## src/rtl/vector_dot_unit.sv

```systemverilog
// vector_dot_unit: holds a VEC_LEN-entry coefficient vector and streams
// VEC_LEN samples through it to produce one unsigned dot product per pass.
//
// state | meaning
// IDLE  | waiting for cmd_load / cmd_run
// LOAD  | writing coef[idx] on each input transfer
// RUN   | accumulating in_data*coef[idx] on each input transfer
// DONE  | holding the formatted result until out_ready
module vector_dot_unit #(
  parameter int DATA_W  = 8,
  parameter int VEC_LEN = 10,
  parameter int ACC_W   = 20,
  parameter int OUT_W   = 8,
  parameter bit SAT_EN  = 1'b1
) (
  input  logic              clk,
  input  logic              reset,
  input  logic              cmd_load,
  input  logic              cmd_run,
  input  logic              cmd_abort,
  input  logic [DATA_W-1:0] in_data,
  input  logic              in_valid,
  output logic              in_ready,
  output logic [OUT_W-1:0]  out_data,
  output logic              out_sat,
  output logic              out_valid,
  input  logic              out_ready,
  output logic              coef_loaded,
  output logic              busy
);

  localparam int IDX_W = $clog2(VEC_LEN);
  localparam int PROD_W = 2 * DATA_W;

  localparam logic [1:0] S_IDLE = 2'd0;
  localparam logic [1:0] S_LOAD = 2'd1;
  localparam logic [1:0] S_RUN  = 2'd2;
  localparam logic [1:0] S_DONE = 2'd3;

  localparam logic [IDX_W-1:0] IDX_LAST = IDX_W'(VEC_LEN - 1);
  localparam logic [IDX_W-1:0] IDX_ONE  = IDX_W'(1);
  localparam logic [ACC_W-1:0] OUT_MAX  = ACC_W'((64'd1 << OUT_W) - 64'd1);

  logic [1:0]        state;
  logic [DATA_W-1:0] coef [VEC_LEN];
  logic [IDX_W-1:0]  idx;
  logic [ACC_W-1:0]  acc;

  logic              xfer;
  logic              last;
  logic [PROD_W-1:0] prod;
  logic [ACC_W-1:0]  sum;
  logic [OUT_W-1:0]  res_data;
  logic              res_sat;

  assign in_ready = (state == S_LOAD) || (state == S_RUN);
  assign busy     = (state != S_IDLE);
  assign xfer     = in_valid && in_ready;
  assign last     = (idx == IDX_LAST);

  // Full-width product and running sum for the current element; ACC_W is
  // sized so this addition can never wrap.
  always_comb begin
    prod = {{DATA_W{1'b0}}, in_data} * {{DATA_W{1'b0}}, coef[idx]};
    sum  = acc + {{(ACC_W-PROD_W){1'b0}}, prod};
  end

  // Result formatting: clamp to all ones when saturation is enabled,
  // otherwise keep the low OUT_W bits.
  always_comb begin
    res_data = sum[OUT_W-1:0];
    res_sat  = 1'b0;
    if (SAT_EN && (sum > OUT_MAX)) begin
      res_data = {OUT_W{1'b1}};
      res_sat  = 1'b1;
    end
  end

  // Control FSM, coefficient store, accumulator and output register.
  always_ff @(posedge clk) begin
    if (reset) begin
      state       <= S_IDLE;
      idx         <= '0;
      acc         <= '0;
      coef_loaded <= 1'b0;
      out_valid   <= 1'b0;
      out_data    <= '0;
      out_sat     <= 1'b0;
      for (int i = 0; i < VEC_LEN; i++) coef[i] <= '0;
    end else begin
      case (state)
        S_IDLE: begin
          if (cmd_load) begin
            state       <= S_LOAD;
            idx         <= '0;
            coef_loaded <= 1'b0;
          end else if (cmd_run && coef_loaded) begin
            state <= S_RUN;
            idx   <= '0;
            acc   <= '0;
          end
        end
        S_LOAD: begin
          // abort wins over a simultaneous transfer; partial coefficients
          // stay in place but coef_loaded remains low
          if (cmd_abort) begin
            state <= S_IDLE;
          end else if (xfer) begin
            coef[idx] <= in_data;
            if (last) begin
              idx         <= '0;
              coef_loaded <= 1'b1;
              state       <= S_IDLE;
            end else begin
              idx <= idx + IDX_ONE;
            end
          end
        end
        S_RUN: begin
          if (cmd_abort) begin
            state <= S_IDLE;
            acc   <= '0;
          end else if (xfer) begin
            acc <= sum;
            if (last) begin
              idx       <= '0;
              out_data  <= res_data;
              out_sat   <= res_sat;
              out_valid <= 1'b1;
              state     <= S_DONE;
            end else begin
              idx <= idx + IDX_ONE;
            end
          end
        end
        S_DONE: begin
          if (out_ready) begin
            out_valid <= 1'b0;
            state     <= S_IDLE;
          end
        end
        default: state <= S_IDLE;
      endcase
    end
  end

endmodule

```

## config.mk

```make
export PLATFORM = sky130hd
export DESIGN_NAME = vector_dot_unit
export DESIGN_NICKNAME = d
export VERILOG_FILES = /design/src/rtl/vector_dot_unit.sv
export SDC_FILE = /design/constraint.sdc
export NUM_CORES = 1
export LEC_CHECK = 0
export CAP_MARGIN = 30
export CORE_ASPECT_RATIO = 1.25
export CORE_MARGIN = 10
export CORE_UTILIZATION = 30
export DETAILED_ROUTE_END_ITERATION = 8
export HOLD_SLACK_MARGIN = 0.1
export PLACE_DENSITY = 0.43
export SLEW_MARGIN = 20
export SYNTH_ARGS = -nofsm -noshare
export SYNTH_HDL_FRONTEND = slang
export SYNTH_SLANG_ARGS = --single-unit
```

## constraint.sdc

```tcl
create_clock -name clk -period 7.1 [get_ports clk]
set_input_delay 1.065 -clock clk [delete_from_list [all_inputs] [get_ports clk]]
set_output_delay 1.065 -clock clk [all_outputs]
set_load 0.005 [all_outputs]
```

== Word level (Yosys, flattened, before mapping) ==
Memory sizes are Yosys's and may differ from the RTL's. A register that Yosys moved wholly into a read port is not among the register bits.
Index checks and enable logic that the tools add are counted.

* $add $sub $neg: 2
* $mul: 1
* Order comparisons: 1
* Equality and inequality tests: 21
* Multiplexer cells: 42
* Bitwise logic cells: 1
* Reductions and logical operators: 17

{| class="wikitable"
|+ Operators by type and width
! cell !! count
|-
| $mux 20 || 4
|-
| $pmux 20 s2 || 1
|-
| $mux 4 || 8
|-
| $ne 2x2->1 const B || 11
|-
| $add 20x16->20 || 1
|-
| $gt 20x8->1 const B || 1
|-
| $mux 2 || 9
|-
| $mul 8x8->16 || 1
|-
| $mux 8 || 2
|-
| $ne 3x3->1 const B || 5
|-
| $mux 1 || 14
|-
| $reduce_and 4->1 || 3
|-
| $reduce_and 5->1 || 2
|-
| $reduce_bool 2->1 || 5
|-
| $pmux 2 s4 || 1
|-
| $pmux 4 s2 || 1
|-
| $reduce_or 8->1 || 1
|-
| $reduce_and 6->1 || 1
|-
| $add 4x1->4 const B || 1
|-
| $eq 2x2->1 const B || 2
|-
| $eq 4x4->1 const B || 1
|-
| $pmux 1 s2 || 2
|-
| $eq 2x1->1 const B || 1
|-
| $logic_and 1x1->1 || 2
|-
| 5 further kinds || 5
|}

* Register bits: 37
* Memory bits (writable): 80
* Input bits: 15
* Logic and storage cells: 93
* Memories: 1

{| class="wikitable"
|+ Memory list
! memory !! depth !! bits a word !! read ports !! clocked after memory_dff !! wr ports !! RTL line !! text
|-
| coef || 10 || 8 || 1 || 1 || 10 || 45 || <nowiki>logic [DATA_W-1:0] coef [VEC_LEN];</nowiki>
|}

== Logic depth before layout (Yosys ltp) ==
* Depth after elaboration: 10
* Mapped depth: 24
* Gate-level depth less buffers: 21

== Worst setup path before layout ==
OpenSTA, ideal clock, no wires.

* Kind: register -> register
* Start point: register (tool-made name)
* End point: register out_data[5]
* Library setup time: 0.120 ns
* Arrival time: 6.251 ns
* Data required time: 6.980 ns
* Path slack: 0.729 ns
* Stages on the path, launching flop included: 22
* Clock period less this slack: 6.371 ns
* Cells stage by stage: dfxtp_1 > clkbuf_1 > buf_2 > mux4_2 > mux4_2 > and2_1 > fa_1 > fa_1 > fa_1 > inv_1 > fa_1 > inv_1 > ha_1 > buf_6 > a21o_1 > or3_1 > a311oi_1 > o21ai_1 > xor2_1 > nand4bb_1 > buf_2 > o31a_1

{| class="wikitable"
|+ RTL lines
! element !! RTL line !! text
|-
| end signal: assignment || 127 || <nowiki>out_data <= res_data;</nowiki>
|-
| end: declaration || 24 || <nowiki>output logic [OUT_W-1:0] out_data,</nowiki>
|}

==> results_dict.tcl <==
set metrics [dict create \
    timing.final.hold_violations 0 \
    power.share.switching_pct 40.0 \
    fp.dieArea_um2 40800 \
    cts_buffer_depth 2 \
    critical-path-top-delay-family "adder cells" \
    die_x_um 183 \
    vias 6225 \
    setup_violations 0 \
    p_seq_share_pct 28.6 \
    comb_pwr_share_pct 48.8 \
    ctsRootBufferMaster "sky130_fd_sc_hd__clkbuf_16" \
    route.antenna.remaining_nets 0 \
    grt_usage_pct 12.3 \
    slowest_stage "sky130_fd_sc_hd__mux4_2" \
    synthFlopType "sky130_fd_sc_hd__edfxtp_1" \
    route.detailed.vias_per_inst 4.72 \
    mappedNetlistArea_um2 9920 \
    drt_iter0_drc 455 \
    fmax_mhz 149 \
    ctsHoldBuffers 0 \
    htree_num_levels 4 \
    start_to_end_type_of_the_worst_setup_path "reg2reg" \
    synth_cell_type_count 62 \
    cap_violations 0 \
    pre_cts_ws_ps 302 \
    gp_congestion 0.730 \
    outcome "complete, no violations" \
    total_power_uw 3930 \
    timing.critical_path.to_type "flop" \
    slowest_delay_ps 610 \
    clock_insertion_delay_worst_skew_ps 440 \
    cellPowerDensity_nw_per_um2 349 \
    crit_fanout 16 \
    global_route_wire_length_before_repair_mm 38.4 \
    die_height_um 223 \
    cp-start-kind "flop" \
    hold_path_class "reg2reg" \
    vdd.ir_drop.worst_v 0.000166 \
    cts_made_buffers 17 \
    timing.final.ws_setup_ps 381 \
    core-area_um2 32700 \
    drcViolationCount 0 \
    synth_sequential_area_ratio_pct 47.0 \
    first_global_vias 6423 \
    post-route-min-period_ps 6720 \
    share_clk_of_total_power_pct 22.6 \
    placement_rows 74 \
    skew_ps 12.7 \
    cts-resized-gates 0 \
    post_dp_hpwl_mm 18.3 \
    critical_path.n_buffers_inverters 5 \
    finalCritPeriodShare_pct 94.6 \
    numPortBuffers 27 \
    tightestPinTransition_ps 894 \
    tritoncts_clock_tree "done" \
    grt_max_degree 48 \
    cts.repair_timing.setup_buffer_count 0 \
    final_nets 1000 \
    synth_enable_flop_cells 128 \
    ys.warnings.count 0 \
    grt_overflow 0 \
    sum_neg_setup_slack_ps 0 \
    detail_route.wirelength_mm 24.6 \
    ys_async_sr_fraction_pct 0 \
    synth_fp_nets 968 \
    worstPathCellList "buf_12 -> mux4_2 -> mux4_2 -> and2_1 -> fa_1 -> inv_1 -> fa_1 -> inv_1 -> fa_1 -> inv_1 -> fa_1 -> inv_1 -> ha_1 -> o211ai_2 -> a21oi_2 -> nor4_2 -> o31ai_1 -> nor2_1 -> xnor2_1 -> or2_0 -> o31a_1" \
    grt_antenna_before_repair 0 \
    cts.sinks 169 \
    rsz0062_at_grt "false" \
    worstPathRequired_ps 7430 \
    final_max_slew_violation_count 0 \
    worstPathArrival_ps 7050 \
    post_route_cells_drive_above_1_share_pct 11.3 \
    yosys_register_bits 169 \
    routed_wire_length_per_instance_um 18.7 \
    timing.slew.headroom_pct 40.1 \
    place_inst 1285 \
    initial_utilization_pct 30.3 \
    total_leakage_power_uw 0.00445 \
    drt_pre_antenna_iters 6 \
    post_synthesis_to_final_layout_area_growth_pct 13.9 \
    hold-worst-slack_ps 483 \
    antenna_cells_inserted 0 \
    total_switching_power_uw 1580 \
    i_o_pin_count 28 \
    power.internal_uw 2360 \
    synth.avg_cell_area_um2 11.6 \
    finalNonFillerCells 1318 \
    synthCells 856 \
    clk_pin_slew_worst_paths_ps 70 \
]
==> per-layer routing <==
metal	track usage (%)	wire, µm	vias to the layer above
li1	-	-	2991
met1	14.4	10300	3124
met2	22.4	13300	89
met3	2.12	612	21
met4	3.76	361	0
met5	0	0	-
==> power groups by stage <==
stage	registers [µW]	logic (µW)	clock network, µW
global route	1130	2170	951
floorplan	1130	1500	0
global placement	1150	1970	0
CTS	1130	1970	914
finish	1120	1920	890
detailed placement	1150	1950	0
==> cell usage after synthesis, drive strengths merged, types with 2 or more instances <==
cell type / n / area share [%]
nor3: 6 / 0.40
nor3b: 3 / 0.23
edfxtp: 128 / 39
buf: 11 / 0.67
dfxtp: 41 / 8.3
nand2b: 18 / 1.1
mux2i: 2 / 0.20
and2: 43 / 2.7
a31oi: 4 / 0.25
ha: 47 / 5.9
xor2: 7 / 0.62
a211oi: 4 / 0.35
o31ai: 2 / 0.15
a22oi: 12 / 0.91
o21a: 2 / 0.15
a21oi: 19 / 1.0
mux4: 40 / 9.1
a311oi: 3 / 0.33
or2: 2 / 0.13
nor2b: 10 / 0.63
o31a: 9 / 0.79
inv: 111 / 4.2
o21ai: 9 / 0.45
nand4b: 2 / 0.18
xnor2: 9 / 0.79
nand2: 58 / 2.2
nand4: 4 / 0.25
nor4: 3 / 0.25
o211ai: 4 / 0.35
fa: 50 / 10
nor2: 139 / 5.3
a21o: 8 / 0.61
clkbuf: 24 / 0.91
nand3: 6 / 0.30
==> worst paths after layout <==
path | startpoint | endpoint | slack [ps] | cells after the start
setup / recovery | flop | out_data[7] | 380 | 21
hold / removal | acc[1] | acc[1] | 480 | 2
hold reg to reg | acc[1] | acc[1] | 480 | 2
setup reg to reg | flop | out_data[7] | 380 | 21
==> kinds of logic (layout without fill, tap and decap cells) <==
family | Yosys count | after routing | share of synthesized area, %
AND/OR/NAND/NOR | 302 | 302 | 14.4
flip-flops | 169 | 169 | 47.0
buffers and inverters | 146 | 190 | 5.78
adder cells (fa/ha/maj) | 97 | 97 | 16.0
AO/OA/AOI/OAI | 84 | 84 | 6.11
multiplexers | 42 | 42 | 9.29
XOR/XNOR | 16 | 16 | 1.41
==> worst min-delay path: cells and delay by family, from the launching register on <==
kind	cells	cell delay, ps
flip-flops	1	320
AND/OR/NAND/NOR	1	70
AO/OA/AOI/OAI	1	60
==> cell usage in the layout (no fill, tap or decap), types with 4 or more instances in the layout <==
master	Yosys	final
sky130_fd_sc_hd__dfxtp_1	41	40
sky130_fd_sc_hd__clkdlybuf4s50_1	0	26
sky130_fd_sc_hd__nand4_1	4	4
sky130_fd_sc_hd__inv_1	111	111
sky130_fd_sc_hd__o21ai_0	8	8
sky130_fd_sc_hd__a21oi_1	18	18
sky130_fd_sc_hd__o31a_1	9	9
sky130_fd_sc_hd__a22oi_1	12	12
sky130_fd_sc_hd__ha_1	47	47
sky130_fd_sc_hd__buf_4	1	16
sky130_fd_sc_hd__clkbuf_16	0	17
sky130_fd_sc_hd__xnor2_1	9	9
sky130_fd_sc_hd__and2_1	43	43
sky130_fd_sc_hd__fa_1	50	50
sky130_fd_sc_hd__nand3_1	6	6
sky130_fd_sc_hd__a31oi_1	4	4
sky130_fd_sc_hd__inv_6	0	4
sky130_fd_sc_hd__a21o_1	8	8
sky130_fd_sc_hd__edfxtp_1	128	128
sky130_fd_sc_hd__nand2_1	57	57
sky130_fd_sc_hd__xor2_1	7	7
sky130_fd_sc_hd__mux4_2	40	40
sky130_fd_sc_hd__nand2b_1	18	18
sky130_fd_sc_hd__nor2b_1	10	10
sky130_fd_sc_hd__nor2_1	139	138
==> through the flow <==
| step | utilization, % | instance area [µm²] |
|---|---|---|
| CTS | 34.5 | 11300 |
| finish | 34.5 | 11300 |
| detailed placement | 32.8 | 10700 |
| global placement | 32.7 | 10700 |
| floorplan | - | 9920 |
| global route | 34.5 | 11300 |
==> area by class of cell <==
class	instances	area, µm²
Fill cell	3290	21400
Inverter	111	417
Sequential cell	169	4670
Tap cell	418	523
Clock buffer	19	433
Clock inverter	12	115
Timing Repair Buffer	48	445
Multi-Input combinational cell	541	4690
==> sequential cells by signal (all words and copies together), names as in the netlist, named ones only <==
name and flops:
idx 4, coef_loaded 1, state 2, acc 20, out_data 8, out_valid 1
coef 128, out_sat 1
Note: power is estimated with default switching activity, not from simulation.
